File: src/rtl/cronometro_ctrl_pkg.sv
// Shared types and digit limits for the stopwatch controller and its digit counters.
package cronometro_ctrl_pkg;

  typedef enum logic [1:0] {
    IDLE  = 2'd0,
    RUN   = 2'd1,
    PAUSE = 2'd2,
    LAP   = 2'd3
  } state_t;

  localparam int unsigned DIGIT_MAX = 9;
  localparam int unsigned SEC_T_MAX = 5;

  typedef struct packed {
    logic [3:0] min_u;
    logic [3:0] sec_t;
    logic [3:0] sec_u;
  } time_t;

endpackage

File: src/rtl/cronometro_ctrl_if.sv
// Button levels in, display digits and status out; master is the button/display side.
interface cronometro_ctrl_if;

  logic       btn_start_stop;
  logic       btn_lap;
  logic       btn_clear;
  logic [3:0] sec_u;
  logic [3:0] sec_t;
  logic [3:0] min_u;
  logic       running;
  logic       lap_active;
  logic       tick;
  logic       wrap;

  modport master (
    output btn_start_stop, btn_lap, btn_clear,
    input  sec_u, sec_t, min_u, running, lap_active, tick, wrap
  );

  modport slave (
    input  btn_start_stop, btn_lap, btn_clear,
    output sec_u, sec_t, min_u, running, lap_active, tick, wrap
  );

endinterface

File: src/rtl/cronometro_ctrl_digito_bcd.sv
// One BCD digit counting 0..MAX; carry flags the enabled step that rolls it back to 0.
module digito_bcd #(
  parameter int unsigned MAX = 9
) (
  input  logic       clk,
  input  logic       reset,
  input  logic       clr,
  input  logic       en,
  output logic [3:0] q,
  output logic       carry
);

  assign carry = en && (q == 4'(MAX));

  // NOTE: non-blocking assignment so every chained digit sees the pre-edge value of its neighbour.
  always_ff @(posedge clk) begin
    if (reset || clr) begin
      q <= 4'd0;
    end else if (en) begin
      q <= carry ? 4'd0 : q + 4'd1;
    end
  end

endmodule

File: src/rtl/cronometro_ctrl.sv
// Stopwatch controller: button edge detect, start/pause/lap/clear FSM, 1 Hz prescaler, M:SS digit cascade.
module cronometro_ctrl
  import cronometro_ctrl_pkg::*;
#(
  parameter int unsigned TICK_DIV = 50_000_000
) (
  input logic               clk,
  input logic               reset,
  cronometro_ctrl_if.slave  bus
);

  localparam int unsigned PRE_W = (TICK_DIV > 1) ? $clog2(TICK_DIV) : 1;
  localparam logic [PRE_W-1:0] PRE_LAST = PRE_W'(TICK_DIV - 1);

  state_t           state;
  logic [PRE_W-1:0] pre;
  logic             start_q, lap_q, clear_q;
  logic             press_start, press_lap, press_clear;
  logic             running, advance, do_clear, do_latch;
  logic             carry_u, carry_t, carry_m;
  logic [3:0]       live_su, live_st, live_mu;
  time_t            live, lap_time, disp;
  logic             tick, wrap;

  assign press_start = bus.btn_start_stop & ~start_q;
  assign press_lap   = bus.btn_lap        & ~lap_q;
  assign press_clear = bus.btn_clear      & ~clear_q;

  assign running  = (state == RUN) || (state == LAP);
  assign advance  = running && (pre == PRE_LAST);
  assign do_clear = (state == PAUSE) && press_clear;
  // A simultaneous start_stop wins over lap, so no latch then.
  assign do_latch = (state == RUN) && !press_start && press_lap;

  always_ff @(posedge clk) begin
    if (reset) begin
      state <= IDLE;
    end else begin
      unique case (state)
        IDLE:  if (press_start) state <= RUN;
        RUN:   if (press_start) state <= PAUSE;
               else if (press_lap) state <= LAP;
        LAP:   if (press_start) state <= PAUSE;
               else if (press_lap) state <= RUN;
        PAUSE: if (press_clear) state <= IDLE;
               else if (press_start) state <= RUN;
      endcase
    end
  end

  // Edge registers load the live levels in reset so a button held through reset is not a press.
  always_ff @(posedge clk) begin
    start_q <= bus.btn_start_stop;
    lap_q   <= bus.btn_lap;
    clear_q <= bus.btn_clear;
  end

  always_ff @(posedge clk) begin
    if (reset || do_clear) begin
      pre      <= '0;
      lap_time <= '0;
      tick     <= 1'b0;
      wrap     <= 1'b0;
    end else begin
      if (running) pre <= advance ? '0 : pre + 1'b1;
      if (do_latch) lap_time <= live;
      tick <= advance;
      wrap <= carry_m;
    end
  end

  digito_bcd #(.MAX(DIGIT_MAX)) u_sec_u (
    .clk(clk), .reset(reset), .clr(do_clear), .en(advance), .q(live_su), .carry(carry_u)
  );
  digito_bcd #(.MAX(SEC_T_MAX)) u_sec_t (
    .clk(clk), .reset(reset), .clr(do_clear), .en(carry_u), .q(live_st), .carry(carry_t)
  );
  digito_bcd #(.MAX(DIGIT_MAX)) u_min_u (
    .clk(clk), .reset(reset), .clr(do_clear), .en(carry_t), .q(live_mu), .carry(carry_m)
  );

  assign live = '{min_u: live_mu, sec_t: live_st, sec_u: live_su};
  assign disp = (state == LAP) ? lap_time : live;

  assign bus.sec_u      = disp.sec_u;
  assign bus.sec_t      = disp.sec_t;
  assign bus.min_u      = disp.min_u;
  assign bus.running    = running;
  assign bus.lap_active = (state == LAP);
  assign bus.tick       = tick;
  assign bus.wrap       = wrap;

endmodule

File: src/flat_wrapper.sv
// flat-port wrapper written by rule: the top's interface ports become plain ports
module cronometro_ctrl_flat import cronometro_ctrl_pkg::*;
#(
  parameter int unsigned TICK_DIV = 50_000_000
)
  (clk, reset, bus_btn_start_stop, bus_btn_lap, bus_btn_clear, bus_sec_u, bus_sec_t, bus_min_u, bus_running, bus_lap_active, bus_tick, bus_wrap);
  cronometro_ctrl_if bus_i ();
  input logic clk;
  input logic reset;
  input wire logic [$bits(bus_i.btn_start_stop)-1:0] bus_btn_start_stop;
  input wire logic [$bits(bus_i.btn_lap)-1:0] bus_btn_lap;
  input wire logic [$bits(bus_i.btn_clear)-1:0] bus_btn_clear;
  output wire logic [$bits(bus_i.sec_u)-1:0] bus_sec_u;
  output wire logic [$bits(bus_i.sec_t)-1:0] bus_sec_t;
  output wire logic [$bits(bus_i.min_u)-1:0] bus_min_u;
  output wire logic [$bits(bus_i.running)-1:0] bus_running;
  output wire logic [$bits(bus_i.lap_active)-1:0] bus_lap_active;
  output wire logic [$bits(bus_i.tick)-1:0] bus_tick;
  output wire logic [$bits(bus_i.wrap)-1:0] bus_wrap;
  assign bus_i.btn_start_stop = bus_btn_start_stop;
  assign bus_i.btn_lap = bus_btn_lap;
  assign bus_i.btn_clear = bus_btn_clear;
  assign bus_sec_u = bus_i.sec_u;
  assign bus_sec_t = bus_i.sec_t;
  assign bus_min_u = bus_i.min_u;
  assign bus_running = bus_i.running;
  assign bus_lap_active = bus_i.lap_active;
  assign bus_tick = bus_i.tick;
  assign bus_wrap = bus_i.wrap;
  cronometro_ctrl #(.TICK_DIV(TICK_DIV)) u_core (.clk(clk), .reset(reset), .bus(bus_i));
endmodule
File: config.mk
export PLATFORM = sky130hd
export DESIGN_NAME = cronometro_ctrl_flat
export DESIGN_NICKNAME = d
export VERILOG_FILES = /design/src/rtl/cronometro_ctrl_pkg.sv /design/src/rtl/cronometro_ctrl_if.sv /design/src/rtl/cronometro_ctrl_digito_bcd.sv /design/src/rtl/cronometro_ctrl.sv /design/src/flat_wrapper.sv
export SDC_FILE = /design/constraint.sdc
export NUM_CORES = 1
export LEC_CHECK = 0
export CAP_MARGIN = 15
export CORE_ASPECT_RATIO = 0.7
export CORE_MARGIN = 2
export CORE_UTILIZATION = 56
export CTS_CLUSTER_DIAMETER = 100
export DETAILED_ROUTE_END_ITERATION = 10
export PLACE_DENSITY = 0.77
export SYNTH_ARGS = -nofsm -noshare
export SYNTH_HDL_FRONTEND = slang
export SYNTH_HIERARCHICAL = 1
export SYNTH_SLANG_ARGS = --single-unit
File: constraint.sdc
create_clock -name clk -period 3 [get_ports clk]
set_input_delay 0.6 -clock clk [delete_from_list [all_inputs] [get_ports clk]]
set_output_delay 0.6 -clock clk [all_outputs]
set_load 0.02 [all_outputs]
-- Word level (Yosys, flattened, before mapping)
Index checks and enable logic that the tools add are counted.
- register bits: 57
- input port bits: 5
- output and inout bits: 16
- logic and storage cells: 56
- add/subtract/negate cells: 4
- equal/unequal tests: 9
- multiplexer cells: 12
- bitwise logic cells: 6
- reduce and logical (&&, ||, !) cells: 12
- operators with widths (kind ; count):
    26-bit by 1-bit adder with 26-bit output, second input constant ; 1
    26-bit equality test, second input constant ; 1
    26-bit two-way mux ; 1
    4-bit by 1-bit adder with 4-bit output, second input constant ; 3
    12-bit two-way mux ; 1
    2-bit two-way mux ; 6
    4-bit two-way mux ; 3
    4-bit equality test, second input constant ; 2
    2-bit case mux with 4 select lines ; 1
    1-bit logical AND ; 7
    3-bit by 1-bit != test with 1-bit output, second input constant ; 2
    2-bit equality test, second input constant ; 2
    4-bit by 3-bit equality test with 1-bit output, second input constant ; 1
    1-bit AND ; 3
    1-bit inverter ; 3
    2-bit by 1-bit equality test with 1-bit output, second input constant ; 1
    2-bit zero test ; 1
    1-bit logical OR ; 2
    2-bit AND reduction ; 1
    1-bit zero test ; 1

-- Longest topological paths before layout
- depth in word-level cells: 7
- mapped depth: 13
- depth with buffers taken out: 12

-- Modules after synthesis
Netlist, hierarchy kept.
- by module, submodules not included (module ; times used ; cells each ; area an instance (µm²) ; seq. area each (µm²)):
    cronometro_ctrl ; 1 ; 231 ; 2118.3 ; 900.9
    digito_bcd ; 3 ; 23 ; 201.4 ; 80.1

-- Least setup slack after synthesis
No wires, ideal clock.
- path kind: register -> register
- start: reg u_core.pre[7]
- end: reg u_core.u_min_u.q[1]
- library setup time: 0.123 ns
- data arrival time: 2.496 ns
- required time: 2.877 ns
- path slack: 0.381 ns
- cell stages (with the launch flop): 13
- buffers on the path: 2
- clock period less this slack: 2.619 ns
- cell sequence: dfxtp_1 > buf_2 > nor4b_1 > nand4b_1 > nor3_1 > clkbuf_1 > nand4b_1 > inv_1 > nand4b_1 > inv_1 > nand4b_1 > nand2_1 > o22ai_1
- cells in the longest elaborated chain, start to end: 6
- ends and longest elaborated chain (element ; line ; text):
    start, declared ; cronometro_ctrl.sv:16 ; logic [PRE_W-1:0] pre;
    start signal, assigned ; cronometro_ctrl.sv:65 ; if (running) pre <= advance ? '0 : pre + 1'b1;
    26-bit equality test * ; cronometro_ctrl.sv:30 ; assign advance = running && (pre == PRE_LAST);
    1-bit logical AND * ; cronometro_ctrl.sv:30 ;
    via u_core.advance ; cronometro_ctrl.sv:19 ; logic running, advance, do_clear, do_latch;
    1-bit logical AND * ; cronometro_ctrl_digito_bcd.sv:13 ; assign carry = en && (q == 4'(MAX));
    via u_core.carry_u ; cronometro_ctrl.sv:20 ; logic carry_u, carry_t, carry_m;
    1-bit logical AND * ; cronometro_ctrl_digito_bcd.sv:13 ;
    via u_core.carry_t ; cronometro_ctrl.sv:20 ;
    1-bit logical AND ; cronometro_ctrl_digito_bcd.sv:13 ;
    4-bit two-way mux ; cronometro_ctrl_digito_bcd.sv:20 ; q <= carry ? 4'd0 : q + 4'd1;
    end signal, assigned ; cronometro_ctrl_digito_bcd.sv:20 ;
    end, declared ; cronometro_ctrl_digito_bcd.sv:9 ; output logic [3:0] q,
Mark *: on every way through the listed nets, which the timed path passes. The rest lies on a longest branch.
A chain may end at the register's enable or synchronous reset.

-- Worst setup path in the final report
- start: reg u_core.state[0]
- end: out bus_min_u[2]
- cells in the longest elaborated chain, start to end: 2
- ends and longest elaborated chain (element ; line ; text):
    start, declared ; cronometro_ctrl.sv:15 ; state_t state;
    start signal, assigned ; cronometro_ctrl.sv:37 ; state <= IDLE;
    start signal, assigned ; cronometro_ctrl.sv:40 ; IDLE: if (press_start) state <= RUN;
    start signal, assigned ; cronometro_ctrl.sv:41 ; RUN: if (press_start) state <= PAUSE;
    2-bit equality test ; cronometro_ctrl.sv:83 ; assign disp = (state == LAP) ? lap_time : live;
    12-bit two-way mux ; cronometro_ctrl.sv:83 ;
    end, declared ; flat_wrapper.sv:15 ; output wire logic [$bits(bus_i.min_u)-1:0] bus_min_u;
No other way between the ends.

==> results.sh <==
export IMPL_reg2reg_depth=10
export IMPL_setup_worst_path_start_class="register"
export IMPL_synth_warning_count=6
export IMPL_synth_ff_type="dfxtp_1"
export IMPL_reg2reg_to="u_core/u_min_u/q[1]$_SDFFE_PP0P_"
export IMPL_ys_seq_area_frac=0.4191
export IMPL_crit_buf_inv=1
export IMPL_fin_tns_setup_ns=0
export IMPL_hold_viol_final=0
export IMPL_instances_no_fill=385
export IMPL_fin_nets=335
export IMPL_drt_pass1_iter_count=4
export IMPL_diodes=0
export IMPL_dp_hpwl_um=3925
export IMPL_syn_area_sq_um=2723
export IMPL_synth_nets=312
export IMPL_synth_distinct_cells=38
export IMPL_routed_wl_um=5856
export IMPL_htree_levels=3
export IMPL_period_share=0.9592
export IMPL_relSlewSlack=0.5675
export IMPL_placedCellCount=369
export IMPL_rsz0062_at_grt="false"
export IMPL_io_buffers=20
export IMPL_cts_repair_resize_count=0
export IMPL_drt_initial_drc_count=161
export IMPL_outcome="complete, no violations"
export IMPL_cp_top_family="buffers and inverters"
export IMPL_drive_above_1_share=0.1128
export IMPL_switching_share=0.2015
export IMPL_critical_path_max_stage_delay_ns=0.55
export IMPL_start_util=0.5757
export IMPL_synth_edf_count=0
export IMPL_crit_required_ns=2.40
export IMPL_final_antenna_net_count=0
export IMPL_grt_overflow=0
export IMPL_grt_pass1_vias=2109
export IMPL_holdWs_ns=0.4937
export IMPL_hold_path_class="reg -> reg"
export IMPL_p_per_area_nw_per_um2=526.4
export IMPL_crit_type="reg -> out"
export IMPL_cap_violations=0
export IMPL_hp_start="u_core/lap_time[5]$_SDFFE_PP0P_"
export IMPL_path_max_fanout=13
export IMPL_post_cts_buffers=0
export IMPL_post_dp_cell_area_sq_um=3002
export IMPL_hold_path_end="u_core/lap_time[5]$_SDFFE_PP0P_"
export IMPL_ys_seq_elements=57
export IMPL_place_gp_congestion=0.8587
export IMPL_ir_worst_vdd_uv=444.0
export IMPL_p_switching_uw=344.2
export IMPL_finalClockSkew_ns=0.005661
export IMPL_rows=21
export IMPL_core_area_sq_um=4730
export IMPL_grt_total_usage=0.2370
export IMPL_die_w_um=87.34
export IMPL_cts_tree="built"
export IMPL_synthCells=300
export IMPL_wire_per_inst_um=15.21
export IMPL_dr_total_vias=2258
export IMPL_drc=0
export IMPL_critPathSlowestCell="clkdlybuf4s50_1"
export IMPL_root_buffer="clkbuf_8"
export IMPL_p_int_uw=1364
export IMPL_syn_area_per_cell_sq_um=9.075
export IMPL_max_freq_mhz=347.5
export IMPL_cts_sinks=57
export IMPL_setup_violations=0
export IMPL_clockPowerShare=0.512
export IMPL_cts_path_max_buffers=2
export IMPL_clock_latency_ns=0.34
export IMPL_synth_top_cell_by_area="dfxtp_1"
export IMPL_path_clk_slew_ns=0.06
export IMPL_min_period_ns=2.878
export IMPL_seqPwrFrac=0.454
export IMPL_grt_max_degree=29
export IMPL_cts_buffers=9
export IMPL_die_h_um=62.34
export IMPL_hold_path_depth=2
export IMPL_die_area_sq_um=5444
export IMPL_cp_cell_sequence="nand2_1 > mux2_2 > clkdlybuf4s50_1"
export IMPL_grt_pass1_wl_um=9936
export IMPL_setup_ws_ns=0.1223
export IMPL_end_kind="output port"
export IMPL_syn2layout_area_growth_pct=19.21
export IMPL_comb_power_share=0.034
export IMPL_design_area_sq_um=3246
export IMPL_postSynth_asyncResetShare=0
export IMPL_ys_top_cells_by_area="dfxtp_1 42%, mux2_2 5.0%, xor2_1 4.8%"
export IMPL_post_place_ws_ns=0.4237
export IMPL_hold_buffers=0
export IMPL_pin_count=21
export IMPL_leakage_uw=0.001265
export IMPL_avgViaCountPerCell=5.865
export IMPL_worstPathArrival_ns=2.28
export IMPL_antenna_found_initial=0
export IMPL_worst_slew_pin_slew_ns=0.6472
export IMPL_r2r_start="u_core/pre[8]$_SDFFE_PP0P_"
export IMPL_finalMaxSlewViolations=0
export IMPL_r2r_slack_ns=0.42
export IMPL_synth_top_cell_area_share=0.4191
[worst min-delay path: stages (launching register included)]
cell,delay (ns)
dfxtp_1,0.32
mux2i_1,0.07
nor2_1,0.07
[cell usage in the layout, fill, tap and decap left out, drive strengths merged, types with 10 or more instances in the layout]
master and n:
nor3 13, nand4 14, nand2 23, inv 10, mux2i 13, dfxtp 57, mux2 12, xor2 15
clkbuf 11, nor2 27, clkdlybuf4s50 20
[sequential cells by signal, summed over array words and instances (netlist names), 2 cells and up]
register and flops:
u_core/pre 26, u_core/lap_time 12, u_core/u_min_u/q 4, u_core/u_sec_t/q 4, u_core/u_sec_u/q 4, u_core/state 2
[stage by stage]
step                power [uW]    util
detailed placement       850.5  0.6347
global route              1772  0.6862
CTS                       1721  0.6862
floorplan                827.3       -
finish                    1709  0.6862
global placement         849.5  0.6347
[worst max path at each step]
| stage | start | to | slack (ns) | cells past startpoint |
|---|---|---|---|---|
| final | u_core/state[0]$_SDFFE_PP0P_ | bus_min_u[2] | 0.12 | 3 |
| after global routing | u_core/state[0]$_SDFFE_PP0P_ | bus_min_u[2] | 0.002 | 3 |
| after CTS | u_core/state[0]$_SDFFE_PP0P_ | bus_min_u[2] | 0.11 | 3 |
| after detailed placement | u_core/pre[8]$_SDFFE_PP0P_ | u_core/u_min_u/q[1]$_SDFFE_PP0P_ | 0.42 | 10 |
| after global placement | u_core/state[0]$_SDFFE_PP0P_ | bus_sec_u[0] | 0.49 | 3 |
| after floorplan | u_core/pre[7]$_SDFFE_PP0P_ | u_core/u_min_u/q[1]$_SDFFE_PP0P_ | 0.38 | 12 |
[synth_stat cells (3+ instances only)]
master,count
dfxtp_1,57
nor2_1,27
nand2_1,23
xor2_1,15
mux2i_1,13
nor3_1,13
mux2_2,12
nand4_1,12
clkbuf_1,10
inv_1,10
a211oi_1,9
nand2b_1,8
ha_1,7
nand3_1,7
o21ai_0,7
a21oi_1,6
or3_1,6
or4_1,6
nor4_1,5
xnor2_1,5
a21boi_0,4
and4_1,4
nand3b_1,4
nand4b_1,4
o31ai_1,4
and3_1,3
o22ai_1,3
[power by group through the flow]
stage | Combinational [uW] | Clock [uW] | Sequential [uW]
2_1_floorplan | 38.0 | 0 | 789
3_5_place_dp | 58.3 | 0 | 792
4_1_cts | 58.7 | 887 | 776
5_1_grt | 65.0 | 930 | 777
3_3_place_gp | 57.8 | 0 | 792
6_report | 58.7 | 874 | 776
[kinds of logic after synthesis]
group / count (synthesis) / share of synthesized area
flops: 57 / 0.4191
xor+xnor: 20 / 0.06434
fa+ha+maj: 7 / 0.03217
simple gates: 132 / 0.2688
buf+inv: 24 / 0.03401
mux: 25 / 0.09742
compound gates: 35 / 0.08410
[layout make-up]
cell class              count  area [sq um]
multi-input cells         219          1494
flip-flops and latches     57          1141
well taps                  57         71.32
fillers                   390          1484
clock inverters             5         102.6
repair buffers             26         257.7
inverters                  10         37.54
clock buffers              11         141.4
[metal layers]
metal | up-vias | routed length, um | global-route usage
met2 | 70 | 2400 | 0.3172
met3 | 4 | 382 | 0.08910
met4 | 0 | 61 | 0.08269
met1 | 1053 | 3011 | 0.3462
li1 | 1131 | - | -
met5 | - | 0 | 0
Power figures use the tool's default switching activity.
